File: config.mk
export PLATFORM = sky130hd
export DESIGN_NAME = radix4_seq_mult
export DESIGN_NICKNAME = d
export VERILOG_FILES = /design/src/rtl/radix4_seq_mult.sv
export SDC_FILE = /design/constraint.sdc
export NUM_CORES = 1
export LEC_CHECK = 0
export CORE_ASPECT_RATIO = 0.5
export CORE_MARGIN = 2
export CORE_UTILIZATION = 58
export DETAILED_ROUTE_END_ITERATION = 7
export PLACE_DENSITY = 0.79
export SLEW_MARGIN = 20
export SYNTH_ARGS = -nofsm -noshare
export SYNTH_HDL_FRONTEND = slang
export SYNTH_SLANG_ARGS = --single-unit
export TNS_END_PERCENT = 20
File: constraint.sdc
create_clock -name clk -period 5.6 [get_ports clk]
set_input_delay 0.84 -clock clk [delete_from_list [all_inputs] [get_ports clk]]
set_output_delay 0.84 -clock clk [all_outputs]
set_load 0.02 [all_outputs]
File: src/rtl/radix4_seq_mult.sv
// Unsigned sequential multiplier: consumes the multiplier one radix-4 digit per cycle.
// Optional EARLY_EXIT_EN finishes as soon as the remaining multiplier digits are all zero.
module radix4_seq_mult #(
    parameter int WIDTH = 8
) (
    input  logic                 clk,
    input  logic                 rst_n,
    input  logic                 in_valid,
    output logic                 in_ready,
    input  logic [WIDTH-1:0]     a,
    input  logic [WIDTH-1:0]     b,
    output logic                 out_valid,
    input  logic                 out_ready,
    output logic [2*WIDTH-1:0]   p,
    output logic                 busy
);

    localparam int CNT_W = $clog2(WIDTH/2) + 1;
    localparam int PW    = 2*WIDTH;
    localparam logic [CNT_W-1:0] LAST_CNT = CNT_W'(WIDTH/2 - 1);

    typedef enum logic [1:0] {IDLE, BUSY, DONE} state_t;

    state_t           state;
    logic [WIDTH-1:0] a_r;
    logic [WIDTH-1:0] b_r;
    logic [PW-1:0]    acc;
    logic [CNT_W-1:0] cnt;

    logic [PW-1:0]    pp;
    logic [PW-1:0]    term;
    logic [PW-1:0]    acc_next;
    logic             last;

    // Digit partial product A*b_r[1:0] built from the two bit-level terms, then weighted by 4^cnt.
    always_comb begin
        pp = '0;
        if (b_r[0]) pp = pp + PW'(a_r);
        if (b_r[1]) pp = pp + (PW'(a_r) << 1);
        term     = pp << {cnt, 1'b0};
        acc_next = acc + term;
`ifdef EARLY_EXIT_EN
        last = (cnt == LAST_CNT) || ((b_r >> 2) == '0);
`else
        last = (cnt == LAST_CNT);
`endif
    end

    always_ff @(posedge clk) begin
        if (!rst_n) begin
            state     <= IDLE;
            in_ready  <= 1'b1;
            out_valid <= 1'b0;
            busy      <= 1'b0;
            p         <= '0;
            acc       <= '0;
            cnt       <= '0;
            a_r       <= '0;
            b_r       <= '0;
        end else begin
            case (state)
                IDLE: begin
                    if (in_valid) begin
                        a_r      <= a;
                        b_r      <= b;
                        acc      <= '0;
                        cnt      <= '0;
                        state    <= BUSY;
                        in_ready <= 1'b0;
                        busy     <= 1'b1;
                    end
                end
                BUSY: begin
                    acc <= acc_next;
                    b_r <= b_r >> 2;
                    cnt <= cnt + CNT_W'(1);
                    if (last) begin
                        state     <= DONE;
                        busy      <= 1'b0;
                        out_valid <= 1'b1;
                        p         <= acc_next;
                    end
                end
                DONE: begin
                    // p and out_valid hold until the consumer takes the product.
                    if (out_ready) begin
                        state     <= IDLE;
                        out_valid <= 1'b0;
                        in_ready  <= 1'b1;
                    end
                end
                default: begin
                    state     <= IDLE;
                    in_ready  <= 1'b1;
                    out_valid <= 1'b0;
                    busy      <= 1'b0;
                end
            endcase
        end
    end

endmodule
* Word-level counts from Yosys, hierarchy flattened *
Index checks and enable logic that the tools add are counted.

operators by class
  $add $sub $neg = 3
  equality and inequality tests = 6
  reduce and logical (&&, ||, !) cells = 9
  shift operators = 1
  bitwise logic cells = 3
  multiplexer cells = 21

operators with widths
  cell                                           number
  case mux 16 bit (2 select lines)               1
  adder 16 bit                                   1
  two-way mux 16 bit                             1
  two-way mux 8 bit                              2
  case mux 8 bit (2 select lines)                1
  left shift 16 x 4 -> 16 bit                    1
  AND reduction 3 bit                            4
  adder 8 x 9 -> 10 bit                          1
  two-way mux 10 bit                             1
  case mux 1 bit (3 select lines)                3
  two-way mux 1 bit                              6
  two-way mux 2 bit                              3
  != test 2 bit, second input constant           3
  case mux 2 bit (3 select lines)                1
  case mux 3 bit (2 select lines)                1
  AND reduction 2 bit                            3
  adder 3 x 1 -> 3 bit, second input constant    1
  == test 3 x 2 -> 1 bit, second input constant  1
  two-way mux 3 bit                              1
  inverter 1 bit                                 3
  == test 2 x 1 -> 1 bit, second input constant  1
  == test 2 bit, second input constant           1
  logical NOT 2 bit                              1
  nonzero test 2 bit                             1

storage, ports and cells
  bits of input ports = 20
  word-level logic and storage cells = 52
  flip-flop bits (word level) = 56
  output and inout port bits = 19

* Logic depth before layout (Yosys ltp) *
  word-level depth = 6
  mapped depth = 23
  mapped depth without buffers = 21

* Least setup slack after synthesis *
No wires, ideal clock.

  path kind = flip-flop to flip-flop
  start = reg b_r[0]
  end = reg p[15]
  library setup time = 0.132 ns
  required time = 5.468 ns
  arrival time = 4.197 ns
  stages on the path, launching flop included = 23
  slack = 1.271 ns
  cells stage by stage = dfxtp_1 buf_2 buf_1 nand2_1 inv_1 ha_1 a21o_1 a21o_1 and4b_1 o311a_1 o21ba_1 a311oi_1 a211oi_1 o22ai_1 ha_1 o21ai_0 o21bai_1 a21oi_1 nor2b_1 a2111oi_0 o21bai_1 xnor3_1 a21oi_1

on the way
  longest elaborated chain between the ends = 5

RTL lines
  element                        RTL line  source
  start: declaration             26        logic [WIDTH-1:0] b_r;
  start signal: assignment       75        b_r <= b_r >> 2;
  two-way mux 8 bit *            38        if (b_r[0]) pp = pp + PW'(a_r);
  adder 8 x 9 -> 10 bit          39        if (b_r[1]) pp = pp + (PW'(a_r) << 1);
  two-way mux 10 bit *           39
  left shift 16 x 4 -> 16 bit *  40        term = pp << {cnt, 1'b0};
  adder 16 bit *                 41        acc_next = acc + term;
  end signal: assignment         81        p <= acc_next;
  end: declaration               14        output logic [2*WIDTH-1:0] p,

Every way passes the cells marked *; elsewhere a longest branch is shown, timed or not.
A chain may end at the register's enable or synchronous reset.

* Worst setup path in the final report *
Same ends and word-level chain as after synthesis.

==> impl_metrics.env <==
export IMPL_cts_max_level=2
export IMPL_grt_pass1_wl_um=14000
export IMPL_hold_path_class="reg -> reg"
export IMPL_rsz0062_at_grt="no"
export IMPL_antenna_left=0
export IMPL_worstPathArrival_ns=5.01
export IMPL_start_kind="flip-flop"
export IMPL_dp_cells=592
export IMPL_max_slew_margin_pct=35.9
export IMPL_die_area_sq_mm=0.00741
export IMPL_worstPathMaxFanout=22
export IMPL_yosys_warnings=0
export IMPL_drv_cap=0
export IMPL_async_reset_ff_share_pct=0
export IMPL_clock_path_buffers=2
export IMPL_postRouteWirelength_um=8690
export IMPL_skew_ns=0.0111
export IMPL_clk_pin_slew_worst_paths_ns=0.08
export IMPL_grt_ovfl_total=0
export IMPL_die_x_um=120
export IMPL_met1Wirelength_um=4600
export IMPL_cts_setup_buffers=0
export IMPL_status="complete, no violations"
export IMPL_syn_area_sq_mm=0.00389
export IMPL_maxSlewViolCount=0
export IMPL_wl_met2_um=3530
export IMPL_cp_required_ns=5.76
export IMPL_syn_area_per_cell_sq_um=7.84
export IMPL_drt_first_pass_iters=4
export IMPL_wl_per_cell_um=14.5
export IMPL_synth_edf_count=0
export IMPL_vdd_ir_drop_max_uv=150
export IMPL_drt_iter0_drc=261
export IMPL_netlist_instances=496
export IMPL_cts_made_buffers=5
export IMPL_synth_top_flop_cell="dfxtp_1"
export IMPL_drc_errors=0
export IMPL_cts_repair_resized=0
export IMPL_fp_row_count=21
export IMPL_grt_pass1_vias=2916
export IMPL_ios=39
export IMPL_track_usage_pct=23.9
export IMPL_ys_ff_latch=56
export IMPL_dp_hpwl_um=6140
export IMPL_setup_viol_count_final=0
export IMPL_end_kind="flip-flop"
export IMPL_fmax_mhz=206
export IMPL_cts_hold_buf=0
export IMPL_root_buffer="clkbuf_16"
export IMPL_layout_cells_most_common_list="nand2_1, dfxtp_1, clkdlybuf4s50_1"
export IMPL_final_hold_viol_count=0
export IMPL_antenna_found_initial=0
export IMPL_leakagePower_nw=1.81
export IMPL_vias=3448
export IMPL_io_buffer_count=38
export IMPL_synth_seq_area_share_pct=28.8
export IMPL_start_util_pct=58.9
export IMPL_holdWs_ns=0.465
export IMPL_worstSetupPathType="reg -> reg"
export IMPL_synthDistinctLibCells=71
export IMPL_place_congestion=0.876
export IMPL_stdcell_count=600
export IMPL_period_minus_slack_ns=4.85
export IMPL_tightest_slew_ns=0.958
export IMPL_die_y_um=61.9
export IMPL_coreArea_sq_mm=0.00660
export IMPL_fin_crit_sh_pct=86.6
export IMPL_drive_gt1_share_pct=5.12
export IMPL_area_growth_pct=13.3
export IMPL_syn_nets=539
export IMPL_insertion_delay_ns=0.30
export IMPL_fin_nets=550
export IMPL_grt_max_degree=57
export IMPL_tns_ns=0
export IMPL_power_density_mw_per_mm2=218
export IMPL_highest_layer="met4"
export IMPL_vias_per_cell=5.75
export IMPL_cts_sinks=56
export IMPL_nFillCells=593
export IMPL_met3_length_um=419
export IMPL_cts_tree="built"
export IMPL_n_antenna_cell=0
export IMPL_final_common_cell="nand2_1"
## flip-flops by register name, indices dropped and copies added, names as in the netlist
register,cells
acc,16
p,16
a_r,8
b_r,8
cnt,3
state,2
busy,1
in_ready,1
out_valid,1
## metal layers
layer | GRT usage [%] | vias up
met1 | 35.0 | 1580
met3 | 4.84 | 17
met4 | 6.55 | 0
li1 | - | 1787
met2 | 36.2 | 64
met5 | 0 | -
## kinds of logic (layout without fill, tap and decap cells)
| family | count (synthesis) | in the layout | share of synthesized area (%) |
|---|---|---|---|
| compound gates | 152 | 152 | 28.3 |
| mux | 5 | 5 | 1.42 |
| buf+inv | 42 | 54 | 5.02 |
| xor+xnor | 16 | 16 | 3.96 |
| fa+ha+maj | 23 | 23 | 7.79 |
| flops | 56 | 56 | 28.8 |
| simple gates | 202 | 202 | 24.7 |
## critical path, stage by stage (launching register included)
cell and delay [ns]:
dfxtp_1 0.75, nand2_1 0.14, inv_1 0.13, ha_1 0.23
a21o_1 0.18, a21o_1 0.30, and4b_1 0.24, o311a_1 0.34
o21ba_1 0.18, a311oi_1 0.32, a211oi_1 0.13, o22ai_1 0.19
ha_1 0.28, o21ai_0 0.09, o21bai_1 0.11, a21oi_1 0.15
nor2b_1 0.08, a2111oi_0 0.38, o21bai_1 0.14, xnor3_1 0.26
a21oi_1 0.08
## synthesized netlist by cell type (6+ instances only)
master / count / share of area, %
buf_2: 6 / 0.77
xnor2_1: 12 / 2.7
clkbuf_1: 24 / 2.3
a21oi_1: 21 / 2.7
and2_1: 8 / 1.3
o21ai_0: 25 / 3.2
nand3_1: 27 / 3.5
dfxtp_1: 56 / 29
nor2_1: 26 / 2.5
nand2b_1: 9 / 1.4
a211oi_1: 7 / 1.4
nand2_1: 101 / 9.8
ha_1: 21 / 6.8
a21boi_0: 32 / 6.2
a21o_1: 9 / 1.7
o211a_1: 9 / 2.3
## final timing paths
check,start,endpoint,slack (ns),cells past startpoint
setup / recovery,b_r[0]$_SDFFE_PN0P_,p[15]$_SDFFE_PN0P_,0.75,20
hold / removal,p[13]$_SDFFE_PN0P_,p[13]$_SDFFE_PN0P_,0.47,2
setup reg to reg,b_r[0]$_SDFFE_PN0P_,p[15]$_SDFFE_PN0P_,0.75,20
hold reg to reg,p[13]$_SDFFE_PN0P_,p[13]$_SDFFE_PN0P_,0.47,2
## power by group
part           switching [W]  total (W)  internal (W)
Clock               0.000155   0.000369      0.000214
Combinational      0.0000827   0.000151     0.0000681
Sequential         0.0000264   0.000439      0.000412
## through the flow
step | power, W | utilization [%] | setup slack [ns] | area (sq um)
CTS | 0.000962 | 66.7 | 0.763 | 4400
floorplan | 0.000555 | - | 1.27 | 3890
finish | 0.000959 | 66.8 | 0.751 | 4410
detailed placement | 0.000597 | 64.1 | 0.769 | 4230
global placement | 0.000595 | 64.1 | 0.923 | 4230
global route | 0.000995 | 66.8 | 0.195 | 4410
## area by class of cell
type	instances	area [sq um]	share of cell area, %
Sequential cell	56	1120	25.4
Tap cell	92	115	2.61
Clock inverter	3	46.3	1.05
Clock buffer	5	125	2.84
Timing Repair Buffer	41	403	9.15
Inverter	5	18.8	0.426
Multi-Input combinational cell	398	2580	58.5
No activity file was read; power rests on OpenSTA's default activity.
